`src/rtl/lz_feed_ctrl.sv`:
```
`default_nettype none
// ============================================================================
// Module   : lz_feed_ctrl
// Brief    : Sequencer for the LZ compressor datapath. Latches one message
//            block, streams its first msg_len bytes to the compressor core
//            over a valid/ready byte channel, then collects output tokens
//            until end-of-message, a protocol error or a drain timeout.
// Revision : 1.0  initial release
// ============================================================================
module lz_feed_ctrl #(
  parameter int MSG_BYTES     = 64,
  parameter int DRAIN_TIMEOUT = 255
) (
  input  logic                   CLK,
  input  logic                   RST_N,
  input  logic                   start,
  input  logic [MSG_BYTES*8-1:0] msg_in,
  input  logic [6:0]             msg_len,
  output logic                   busy,
  output logic                   done,
  output logic                   err,
  output logic [7:0]             byte_data,
  output logic                   byte_valid,
  output logic                   byte_last,
  input  logic                   byte_ready,
  input  logic                   tok_valid,
  input  logic                   tok_last,
  output logic                   tok_ready,
  output logic [6:0]             tok_count
);

  localparam int MSG_W  = MSG_BYTES * 8;
  // Idle counter must be able to hold DRAIN_TIMEOUT itself.
  localparam int IDLE_W = (DRAIN_TIMEOUT < 1) ? 1 : $clog2(DRAIN_TIMEOUT + 1);
  localparam logic [IDLE_W-1:0] TIMEOUT_VAL = IDLE_W'(DRAIN_TIMEOUT);
  localparam logic [6:0]        MAX_LEN     = 7'(MSG_BYTES);
  localparam logic [6:0]        TOK_MAX     = 7'd127;

  localparam logic [1:0] S_IDLE  = 2'd0;
  localparam logic [1:0] S_SEND  = 2'd1;
  localparam logic [1:0] S_DRAIN = 2'd2;
  localparam logic [1:0] S_DONE  = 2'd3;

  logic [1:0]        state;
  logic [1:0]        state_next;
  logic [MSG_W-1:0]  shreg;
  logic [6:0]        len_m1;
  logic [6:0]        byte_cnt;
  logic [IDLE_W-1:0] idle_cnt;
  // A tok_last that arrived together with the final byte: finish cleanly
  // from DRAIN on the next edge instead of flagging a protocol error.
  logic              last_seen;

  logic len_ok;
  logic start_acc;
  logic byte_fire;
  logic last_fire;
  logic tok_fire;
  logic tok_end;
  logic early_last;
  logic timeout_hit;

  // Handshake and event decode; all terms come from registers or inputs
  // feeding registers, never directly to an output.
  assign len_ok      = (msg_len != 7'd0) && (msg_len <= MAX_LEN);
  assign start_acc   = (state == S_IDLE) && start;
  assign byte_fire   = byte_valid && byte_ready;
  assign last_fire   = byte_fire && byte_last;
  assign tok_fire    = tok_valid && tok_ready;
  assign tok_end     = tok_fire && tok_last;
  assign early_last  = (state == S_SEND) && tok_end && !last_fire;
  assign timeout_hit = (state == S_DRAIN) && !last_seen && !tok_fire &&
                       (idle_cnt == TIMEOUT_VAL);

  // State register.
  always_ff @(posedge CLK or negedge RST_N) begin
    if (!RST_N) begin
      state <= S_IDLE;
    end else begin
      state <= state_next;
    end
  end

  // Next-state decode.
  always_comb begin
    state_next = state;
    case (state)
      S_IDLE: begin
        if (start) begin
          state_next = len_ok ? S_SEND : S_DONE;
        end
      end
      S_SEND: begin
        // Final byte wins over a same-edge tok_last: that case is legal.
        if (last_fire) begin
          state_next = S_DRAIN;
        end else if (tok_end) begin
          state_next = S_DONE;
        end
      end
      S_DRAIN: begin
        if (last_seen || tok_end || timeout_hit) begin
          state_next = S_DONE;
        end
      end
      S_DONE: begin
        state_next = S_IDLE;
      end
      default: begin
        state_next = S_IDLE;
      end
    endcase
  end

  // Moore outputs decoded from the state and datapath registers.
  always_comb begin
    busy       = (state != S_IDLE);
    done       = (state == S_DONE);
    byte_valid = (state == S_SEND);
    byte_last  = (state == S_SEND) && (byte_cnt == len_m1);
    tok_ready  = (state == S_SEND) || (state == S_DRAIN);
    byte_data  = shreg[MSG_W-1 -: 8];
  end

  // Message shift register, byte counter and latched length.
  always_ff @(posedge CLK or negedge RST_N) begin
    if (!RST_N) begin
      shreg    <= '0;
      byte_cnt <= 7'd0;
      len_m1   <= 7'd0;
    end else if (start_acc) begin
      byte_cnt <= 7'd0;
      if (len_ok) begin
        shreg  <= msg_in;
        len_m1 <= msg_len - 7'd1;
      end
    end else if (byte_fire) begin
      shreg    <= {shreg[MSG_W-9:0], 8'h00};
      byte_cnt <= byte_cnt + 7'd1;
    end
  end

  // Token counter, saturating so a chatty core cannot wrap it.
  always_ff @(posedge CLK or negedge RST_N) begin
    if (!RST_N) begin
      tok_count <= 7'd0;
    end else if (start_acc) begin
      tok_count <= 7'd0;
    end else if (tok_fire && (tok_count != TOK_MAX)) begin
      tok_count <= tok_count + 7'd1;
    end
  end

  // Drain idle counter: cleared outside DRAIN and on every accepted token.
  always_ff @(posedge CLK or negedge RST_N) begin
    if (!RST_N) begin
      idle_cnt <= '0;
    end else if (state != S_DRAIN) begin
      idle_cnt <= '0;
    end else if (tok_fire) begin
      idle_cnt <= '0;
    end else if (idle_cnt != TIMEOUT_VAL) begin
      idle_cnt <= idle_cnt + IDLE_W'(1);
    end
  end

  // Error flag and end-of-message-with-final-byte marker, both per job.
  always_ff @(posedge CLK or negedge RST_N) begin
    if (!RST_N) begin
      err       <= 1'b0;
      last_seen <= 1'b0;
    end else if (start_acc) begin
      err       <= !len_ok;
      last_seen <= 1'b0;
    end else begin
      if (early_last || timeout_hit) begin
        err <= 1'b1;
      end
      if (last_fire && tok_end) begin
        last_seen <= 1'b1;
      end
    end
  end

endmodule
`default_nettype wire

```
`config.mk`:
```
export PLATFORM = sky130hd
export DESIGN_NAME = lz_feed_ctrl
export DESIGN_NICKNAME = d
export VERILOG_FILES = /design/src/rtl/lz_feed_ctrl.sv
export SDC_FILE = /design/constraint.sdc
export NUM_CORES = 1
export LEC_CHECK = 0
export ABC_CLOCK_PERIOD_IN_PS = 2850
export CAP_MARGIN = 20
export CORE_MARGIN = 8
export CORE_UTILIZATION = 45
export DETAILED_ROUTE_END_ITERATION = 16
export PLACE_DENSITY = 0.74
export SLEW_MARGIN = 20
export SYNTH_ARGS = -nofsm -noshare
export SYNTH_HDL_FRONTEND = slang
export SYNTH_SLANG_ARGS = --single-unit
```
`constraint.sdc`:
```
create_clock -name CLK -period 2.85 [get_ports CLK]
set_input_delay 0.57 -clock CLK [delete_from_list [all_inputs] [get_ports CLK]]
set_output_delay 0.57 -clock CLK [all_outputs]
set_load 0.05 [all_outputs]
```
==> out/summary.txt, run 1 <==
DRT
----------------------------------------------------------------------------------
Routed Antenna Nets .................................................            0
First drt pass iteration count ......................................            5
Total routed wire length on the met1 layer ..........................      30.3 mm
Routed wire per std cell ............................................      19.6 um
Met3 wire length ....................................................      3.81 mm
Total met2 wirelength after detailed routing ........................      36.8 mm
Vias per cell .......................................................         5.11
Number of DRC markers in iteration 0 ................................         1086
Total wire length ...................................................      72.9 mm
Residual DRC count ..................................................            0
Highest routing layer actually used .................................         met5
Total via count in the routed design ................................        19000

STA
----------------------------------------------------------------------------------
Fmax ................................................................      368 MHz
Max Transition Viols Final ..........................................            0
Part of the cycle the worst path needs ..............................        95.2%
Final Hold Fails ....................................................            0
Slew Limit Headroom .................................................        57.0%
Fin Setup TNS .......................................................         0 ns
Setup repair after global routing missed its margin .................           no
Number of endpoints failing setup at the final stage ................            0
Clock tree skew after final layout ..................................    0.0126 ns
Slew at the pin closest to its max-slew limit .......................     0.637 ns
Post-route minimum period ...........................................      2.71 ns
Worst Setup Slack, final ............................................     0.136 ns

GRT
----------------------------------------------------------------------------------
Number of antenna violations at the first check in global routing ...           18
Sum of overflow across all layers after global routing ..............            0
First-pass GRT wire length ..........................................       112 mm
Largest net degree at the start of global routing ...................           76
Number of global-route vias before repair ...........................        20300
GR Util All Layers ..................................................        22.2%

STATUS
----------------------------------------------------------------------------------
Status .............................................................. finished clean

SYNTH
----------------------------------------------------------------------------------
Xor-xnor portion of the synthesized cell area .......................       0.977%
Share of synthesized registers carrying an async set or reset .......         100%
Simple-gate share of the synthesized area ...........................        9.03%
Most frequently used flop master after synthesis .................... sky130_fd_sc_hd__dfrtp_1
EDFF count, synth ...................................................            0
Top cell type's share of synthesized area ...........................        54.4%
Compound-gate portion of the synthesized area .......................        10.9%
Proportion of synthesized chip area in sequential cells .............        54.4%
Area share of fa/ha/maj cells after synthesis .......................       0.499%
Library cell occupying the most area in the post-synthesis netlist .. sky130_fd_sc_hd__dfrtp_1
Number of instances in the synthesized netlist ......................         2395
Number of nets in the synthesized netlist ...........................         2930
Total standard cell area after synthesis ............................   0.0251 mm2
Dominant combinational cell family by area after synthesis .......... multiplexers
Post-Syn Area per Cell ..............................................     10.5 um2
Synthesis-stage register bit count ..................................          545
Count of unique library cells instantiated by Yosys .................           38
Fraction of synthesized area in multiplexers ........................        20.4%
Cell types with the largest area share after synthesis .............. sky130_fd_sc_hd__dfrtp_1 (54%), sky130_fd_sc_hd__mux2i_1 (20%), sky130_fd_sc_hd__o21ai_0 (8.1%)
Synthesis Warnings ..................................................            0

FLOORPLANNING
----------------------------------------------------------------------------------
Site Rows ...........................................................           86
Initial Utilization .................................................        45.5%
Horizontal extent of the die ........................................       252 um
Vertical extent of the die ..........................................       252 um
Core box area .......................................................   0.0551 mm2
Ports placed on the boundary ........................................          546
Full die area .......................................................   0.0636 mm2

WORST SETUP PATH
----------------------------------------------------------------------------------
Critical-path cell list ............................................. xnor2_1 -> nand4_1 -> nor3_1 -> and2_1 -> buf_4
Capture instance of the worst register-to-register path ............. tok_count[4]
Arrival @ worst endpoint ............................................      2.14 ns
Total buffers and inverters traversed by the critical path ..........            1
Crit end category ...................................................  output port
WS Path Type ........................................................   reg -> out
Cell depth of the worst flop-to-flop path ...........................            8
Startpoint kind of the worst setup timing path ......................    flip-flop
Required time reported for the critical path endpoint ...............      2.28 ns
Critical R2R Launch .................................................     state[0]
Biggest fanout along the worst timing path ..........................            4
Cell at the slowest stage of the critical path ...................... sky130_fd_sc_hd__dfrtp_1
Largest stage delay, worst path .....................................      0.42 ns
Top cell family by delay on the critical path ....................... simple AND/OR/NAND/NOR gates
Minimum setup slack among reg-to-reg paths ..........................      0.59 ns

PLACEMENT
----------------------------------------------------------------------------------
Worst setup timing slack at the placement stage .....................    -0.293 ns
HPWL Detailed .......................................................      55.6 mm
Count of input and output buffers ...................................          545
Number of instances in the placed design ............................         3595
Placer congestion estimate ..........................................        0.886

CLOCK NETWORK
----------------------------------------------------------------------------------
Clock transition at the registers of the reported paths .............      0.06 ns
Number of setup buffers added after CTS .............................            0
Number of clock sinks ...............................................          545
Longest Clk Path Bufs ...............................................            3
H-Tree Depth ........................................................            2
Clock insertion delay at the later pin of the skew report ...........      0.60 ns
Clk Tree Root Cell .................................................. sky130_fd_sc_hd__clkbuf_16
CTS tree ............................................................          yes
Number of buffers added by the clock tree synthesis step ............           56

PWR
----------------------------------------------------------------------------------
Leakage power summed over all cells .................................      13.8 nW
Worst vdd rail ir drop ..............................................       483 uV
Switch Pwr ..........................................................      9.99 mW
Share of power burned in the clock network ..........................        25.6%
Power density over the cells ........................................   863 mW/mm2
Fraction of power consumed by combinational cells ...................        34.0%
Sequential Power Share ..............................................        40.3%
Internal portion of total power .....................................      18.9 mW
Fraction of power spent switching nets ..............................        34.5%

RUN
----------------------------------------------------------------------------------
Maximum capacitance violations ......................................            0

LAYOUT
----------------------------------------------------------------------------------
Post-synthesis to final-layout area growth ..........................        33.5%
Commonest cells after routing, fill and taps aside .................. sky130_fd_sc_hd__dfrtp_1 (545), sky130_fd_sc_hd__clkdlybuf4s50_1 (540), sky130_fd_sc_hd__nand2_1 (514), sky130_fd_sc_hd__mux2i_1 (507), sky130_fd_sc_hd__o21ai_0 (408)
Final standard cell count with taps included and fillers excluded ...         3711
Leading cell type in the layout, fill and taps excluded ............. sky130_fd_sc_hd__dfrtp_1
Number of filler cells placed in the layout .........................         4535
Share of final-layout standard cells stronger than drive strength 1 .        6.07%
Final Net Count .....................................................         3441

HOLD PATH
----------------------------------------------------------------------------------
Worst hold path cell count ..........................................            2
End point of the worst hold path ....................................     shreg[9]
Hold/Removal Path Class .............................................   reg -> reg
Start point of the worst hold path ..................................     shreg[9]

==> worst min-delay path: cells and delay by family (launching register included) <==
family,cells,cell delay (ns)
flip-flops,1,0.34
AND/OR/NAND/NOR,1,0.04
AO/OA/AOI/OAI,1,0.06
==> area by class of cell <==
| cell class | instances | area (um2) | share of cell area, % |
|---|---|---|---|
| multi-input cells | 1661 | 10500 | 31.3 |
| inverters | 9 | 33.8 | 0.101 |
| clock buffers | 92 | 1740 | 5.19 |
| well taps | 748 | 936 | 2.79 |
| clock inverters | 9 | 130 | 0.388 |
| repair buffers | 633 | 6500 | 19.4 |
| diodes | 14 | 35.0 | 0.105 |
| flip-flops and latches | 545 | 13600 | 40.7 |
==> flip-flops by register name (all words and copies together), names as in the netlist <==
register and count:
last_seen 1, byte_cnt 7, len_m1 7, err 1
state 2, tok_count 7, shreg 512, idle_cnt 8
==> metrics by stage <==
| stage | util, % | hold WS, ns | power (mW) | instance area (um2) |
|---|---|---|---|---|
| global placement | 57.4 | 0.461 | 21.2 | 31600 |
| floorplan | - | 0.274 | 18.3 | 25100 |
| global route | 60.8 | 0.499 | 30.8 | 33500 |
| CTS | 60.8 | 0.482 | 29.2 | 33500 |
| detailed placement | 57.4 | 0.469 | 21.7 | 31600 |
| finish | 60.8 | 0.477 | 28.9 | 33500 |
==> synth_stat cells (14+ instances only) <==
master                       n
sky130_fd_sc_hd__o21ai_1   102
sky130_fd_sc_hd__nand2_1   514
sky130_fd_sc_hd__dfrtp_1   545
sky130_fd_sc_hd__o21ai_0   408
sky130_fd_sc_hd__buf_2      40
sky130_fd_sc_hd__xor2_1     14
sky130_fd_sc_hd__mux2i_1   507
sky130_fd_sc_hd__xnor2_1    14
sky130_fd_sc_hd__nor2_1     28
sky130_fd_sc_hd__buf_6      21
sky130_fd_sc_hd__clkbuf_1  106
==> kinds of logic (layout without fill, tap and decap cells) <==
logic type | Yosys count | in the layout
AO/OA/AOI/OAI | 534 | 534
multiplexers | 510 | 510
adder cells (fa/ha/maj) | 10 | 10
XOR/XNOR | 28 | 28
AND/OR/NAND/NOR | 579 | 579
other | 0 | 14
flip-flops | 545 | 545
buffers and inverters | 189 | 743
==> layer usage <==
metal	GRT usage [%]	up-vias
li1	-	9294
met1	27.5	9096
met2	38.7	468
met3	4.63	111
met4	6.76	8
met5	0	-
==> power groups by stage <==
| stage | Clock [mW] | Sequential, mW | Combinational, mW |
|---|---|---|---|
| final | 7.41 | 11.7 | 9.85 |
| after global routing | 7.86 | 11.9 | 11.0 |
| after CTS | 7.57 | 11.7 | 9.96 |
| after detailed placement | 0 | 11.8 | 9.93 |
| after global placement | 0 | 11.7 | 9.55 |
| after floorplan | 0 | 11.3 | 6.98 |
==> worst max path at each step <==
stage,from,endpoint,cells past startpoint
after global placement,msg_len[3],shreg[75],7
after CTS,byte_cnt[3],byte_last,5
final,byte_cnt[3],byte_last,5
after detailed placement,msg_len[3],shreg[420],8
after floorplan,msg_len[3],shreg[249],9
after global routing,byte_cnt[0],byte_last,5
==> timing repair <==
action / CTS / global route
gates resized for setup: 3 / 0
hold buffers: 1 / 0
endpoints found under the hold margin: 47 / 0
setup endpoints to repair: 3 / 0
Note: power is estimated with default switching activity, not from simulation.
==> run 2: changes to the inputs <==
Settings changed: CTS_CLUSTER_DIAMETER set to 30, DONT_BUFFER_PORTS set to 1, PLACE_DENSITY 0.74 to 0.62.
==> run 2 against run 1 <==
  * The flow now finishes with violations (hold timing)
  * Routed wire length decreased by 5.3%
  * Cell count decreased by 12%
  * Sequential power is essentially flat
  * Worst hold slack worse by 0.85 ns
  * Largest cell class unchanged
  * Largest power group is now clock
==> out/summary.txt, run 2 (synthesis gave the netlist of run 1 again) <==
PWR
----------------------------------------------------------------------------------
Share of power burned in the clock network ..........................        39.9%
Fraction of power spent switching nets ..............................        32.2%
Fraction of power consumed by combinational cells ...................        25.2%
Sequential Power Share ..............................................        34.9%
Worst vdd rail ir drop ..............................................       632 uV
Leakage power summed over all cells .................................      12.6 nW
Power density over the cells ........................................  1140 mW/mm2
Switch Pwr ..........................................................      11.0 mW
Internal portion of total power .....................................      23.2 mW
Sum of internal, switching and leakage power ........................      34.2 mW

GRT
----------------------------------------------------------------------------------
GR Util All Layers ..................................................        21.1%
Global routing met2 resource utilization ............................        34.4%
Sum of overflow across all layers after global routing ..............            0
Largest net degree at the start of global routing ...................          546
Met1 track demand over resource .....................................        25.1%
Number of antenna violations at the first check in global routing ...           12
Busiest metal layer after global routing ............................         met2
Global-route met3 utilization .......................................        7.92%
First-pass GRT wire length ..........................................       105 mm
Number of global-route vias before repair ...........................        17900

FLOORPLANNING
----------------------------------------------------------------------------------
Initial Utilization .................................................        45.5%
Vertical extent of the die ..........................................       252 um
Horizontal extent of the die ........................................       252 um
Ports placed on the boundary ........................................          546
Full die area .......................................................   0.0636 mm2
Site Rows ...........................................................           86
Core box area .......................................................   0.0551 mm2

DRT
----------------------------------------------------------------------------------
Vias per cell .......................................................         5.29
First drt pass iteration count ......................................            5
Residual DRC count ..................................................            0
Routed Antenna Nets .................................................            0
Routed wire per std cell ............................................      21.2 um
Number of DRC markers in iteration 0 ................................         1040
Total wire length ...................................................      69.1 mm
Total via count in the routed design ................................        17200

PLACEMENT
----------------------------------------------------------------------------------
Placer congestion estimate ..........................................        0.840
Total placed instance area ..........................................   0.0260 mm2
Number of instances in the placed design ............................         3032
HPWL Detailed .......................................................      50.1 mm
Worst setup timing slack at the placement stage .....................     0.172 ns
Count of input and output buffers ...................................            0

LAYOUT
----------------------------------------------------------------------------------
Top flop regs ....................................................... shreg: 512 flops, idle_cnt: 8 flops
Post-layout instance area ...........................................   0.0300 mm2
Final standard cell count with taps included and fillers excluded ...         3253
Flip-flop count of the largest register after layout ................          512
Leading cell type in the layout, fill and taps excluded ............. sky130_fd_sc_hd__dfrtp_1
Largest register by flop count ......................................        shreg
Share of final-layout standard cells stronger than drive strength 1 .        10.9%
Post-synthesis to final-layout area growth ..........................        19.7%
Final Net Count .....................................................         2936
Commonest cells after routing, fill and taps aside .................. sky130_fd_sc_hd__dfrtp_1 (545), sky130_fd_sc_hd__nand2_1 (514), sky130_fd_sc_hd__mux2i_1 (507), sky130_fd_sc_hd__o21ai_0 (408), sky130_fd_sc_hd__clkbuf_16 (116)

RUN
----------------------------------------------------------------------------------
Maximum capacitance violations ......................................            0

WORST SETUP PATH
----------------------------------------------------------------------------------
Cell at the slowest stage of the critical path ...................... sky130_fd_sc_hd__dfrtp_1
Largest stage delay, worst path .....................................      0.41 ns
Top cell family by delay on the critical path ....................... simple AND/OR/NAND/NOR gates
Cell depth of the worst flop-to-flop path ...........................            8
Arrival @ worst endpoint ............................................      2.09 ns
Minimum setup slack among reg-to-reg paths ..........................      0.39 ns
Critical R2R Launch .................................................     state[0]
Critical-path cell list ............................................. xnor2_1 -> nand4_1 -> nor3_1 -> and2_2
Total buffers and inverters traversed by the critical path ..........            0
Crit end category ...................................................  output port
Biggest fanout along the worst timing path ..........................            3
Required time reported for the critical path endpoint ...............      2.28 ns
Capture instance of the worst register-to-register path .............   shreg[284]
WS Path Type ........................................................   reg -> out
Startpoint kind of the worst setup timing path ......................    flip-flop

STA
----------------------------------------------------------------------------------
Fmax ................................................................      376 MHz
Fin Setup TNS .......................................................         0 ns
Clock tree skew after final layout ..................................    0.0241 ns
Part of the cycle the worst path needs ..............................        93.4%
Slew Limit Headroom .................................................        25.4%
Number of endpoints failing setup at the final stage ................            0
Final Hold Fails ....................................................          545
Worst Setup Slack, final ............................................     0.189 ns
Setup repair after global routing missed its margin .................           no
Post-route minimum period ...........................................      2.66 ns
Worst hold slack across all endpoints ...............................    -0.377 ns
Max Transition Viols Final ..........................................            0
Slew at the pin closest to its max-slew limit .......................      1.12 ns

STATUS
----------------------------------------------------------------------------------
Status .............................................................. complete, but fails checks
Failing checks ......................................................  hold timing

CLOCK NETWORK
----------------------------------------------------------------------------------
H-Tree Depth ........................................................            3
Clk Tree Root Cell .................................................. sky130_fd_sc_hd__clkbuf_16
Longest Clk Path Bufs ...............................................            3
CTS tree ............................................................          yes
Clock insertion delay at the later pin of the skew report ...........      0.65 ns
Number of buffers added by the clock tree synthesis step ............          115
Clock transition at the registers of the reported paths .............      0.05 ns
Number of clock sinks ...............................................          545

HOLD PATH
----------------------------------------------------------------------------------
Hold/Removal Path Class .............................................  in -> async

run 2: worst max-delay path by stage:
| stage | from | end | slack (ns) | cells after the start |
|---|---|---|---|---|
| 6_report | byte_cnt[5] | byte_last | 0.19 | 4 |
| 2_1_floorplan | msg_len[3] | shreg[249] | 0.36 | 9 |
| 5_1_grt | byte_cnt[5] | byte_last | 0.04 | 4 |
| 3_3_place_gp | msg_len[3] | shreg[283] | 0.20 | 6 |
| 4_1_cts | byte_cnt[5] | byte_last | 0.13 | 4 |
| 3_5_place_dp | msg_len[3] | shreg[51] | 0.17 | 6 |
run 2: area by class of cell:
type	instances	area (um2)
well taps	748	936
multi-input cells	1661	10500
fillers	4761	25100
inverters	9	33.8
clock inverters	57	798
repair buffers	69	856
diodes	12	30.0
flip-flops and latches	545	13600
clock buffers	152	3260
run 2: what timing repair did:
item                                    CTS  global route
buffers inserted                          0             0
endpoints found under the setup margin    1             0
endpoints found under the hold margin   545           545
gates resized for setup                   1             0
run 2: power groups by stage:
stage,clock (mW),combinational (mW),sequential (mW)
after global placement,0,8.34,11.9
after CTS,13.9,8.71,11.9
final,13.7,8.61,11.9
after floorplan,0,6.98,11.3
after global routing,14.3,9.76,12.2
after detailed placement,0,8.64,12.0
run 2: metal layers:
layer,vias to the layer above,wire length [um]
met5,-,0
met4,0,2350
met3,137,5610
met2,524,33500
met1,8234,27600
li1,8309,-
run 2: through the flow:
stage,hold WS (ns),util (%)
finish,-0.377,54.5
global route,-0.416,54.5
CTS,-0.423,54.5
detailed placement,0.285,47.1
global placement,0.289,47.1
floorplan,0.274,-
run 2: worst register-to-register path: cells and delay by family, from the launching register on:
kind,cells,cell delay (ns)
AO/OA/AOI/OAI,2,0.38
adder cells (fa/ha/maj),1,0.18
buffers and inverters,3,0.77
flip-flops,1,0.43
AND/OR/NAND/NOR,2,0.55
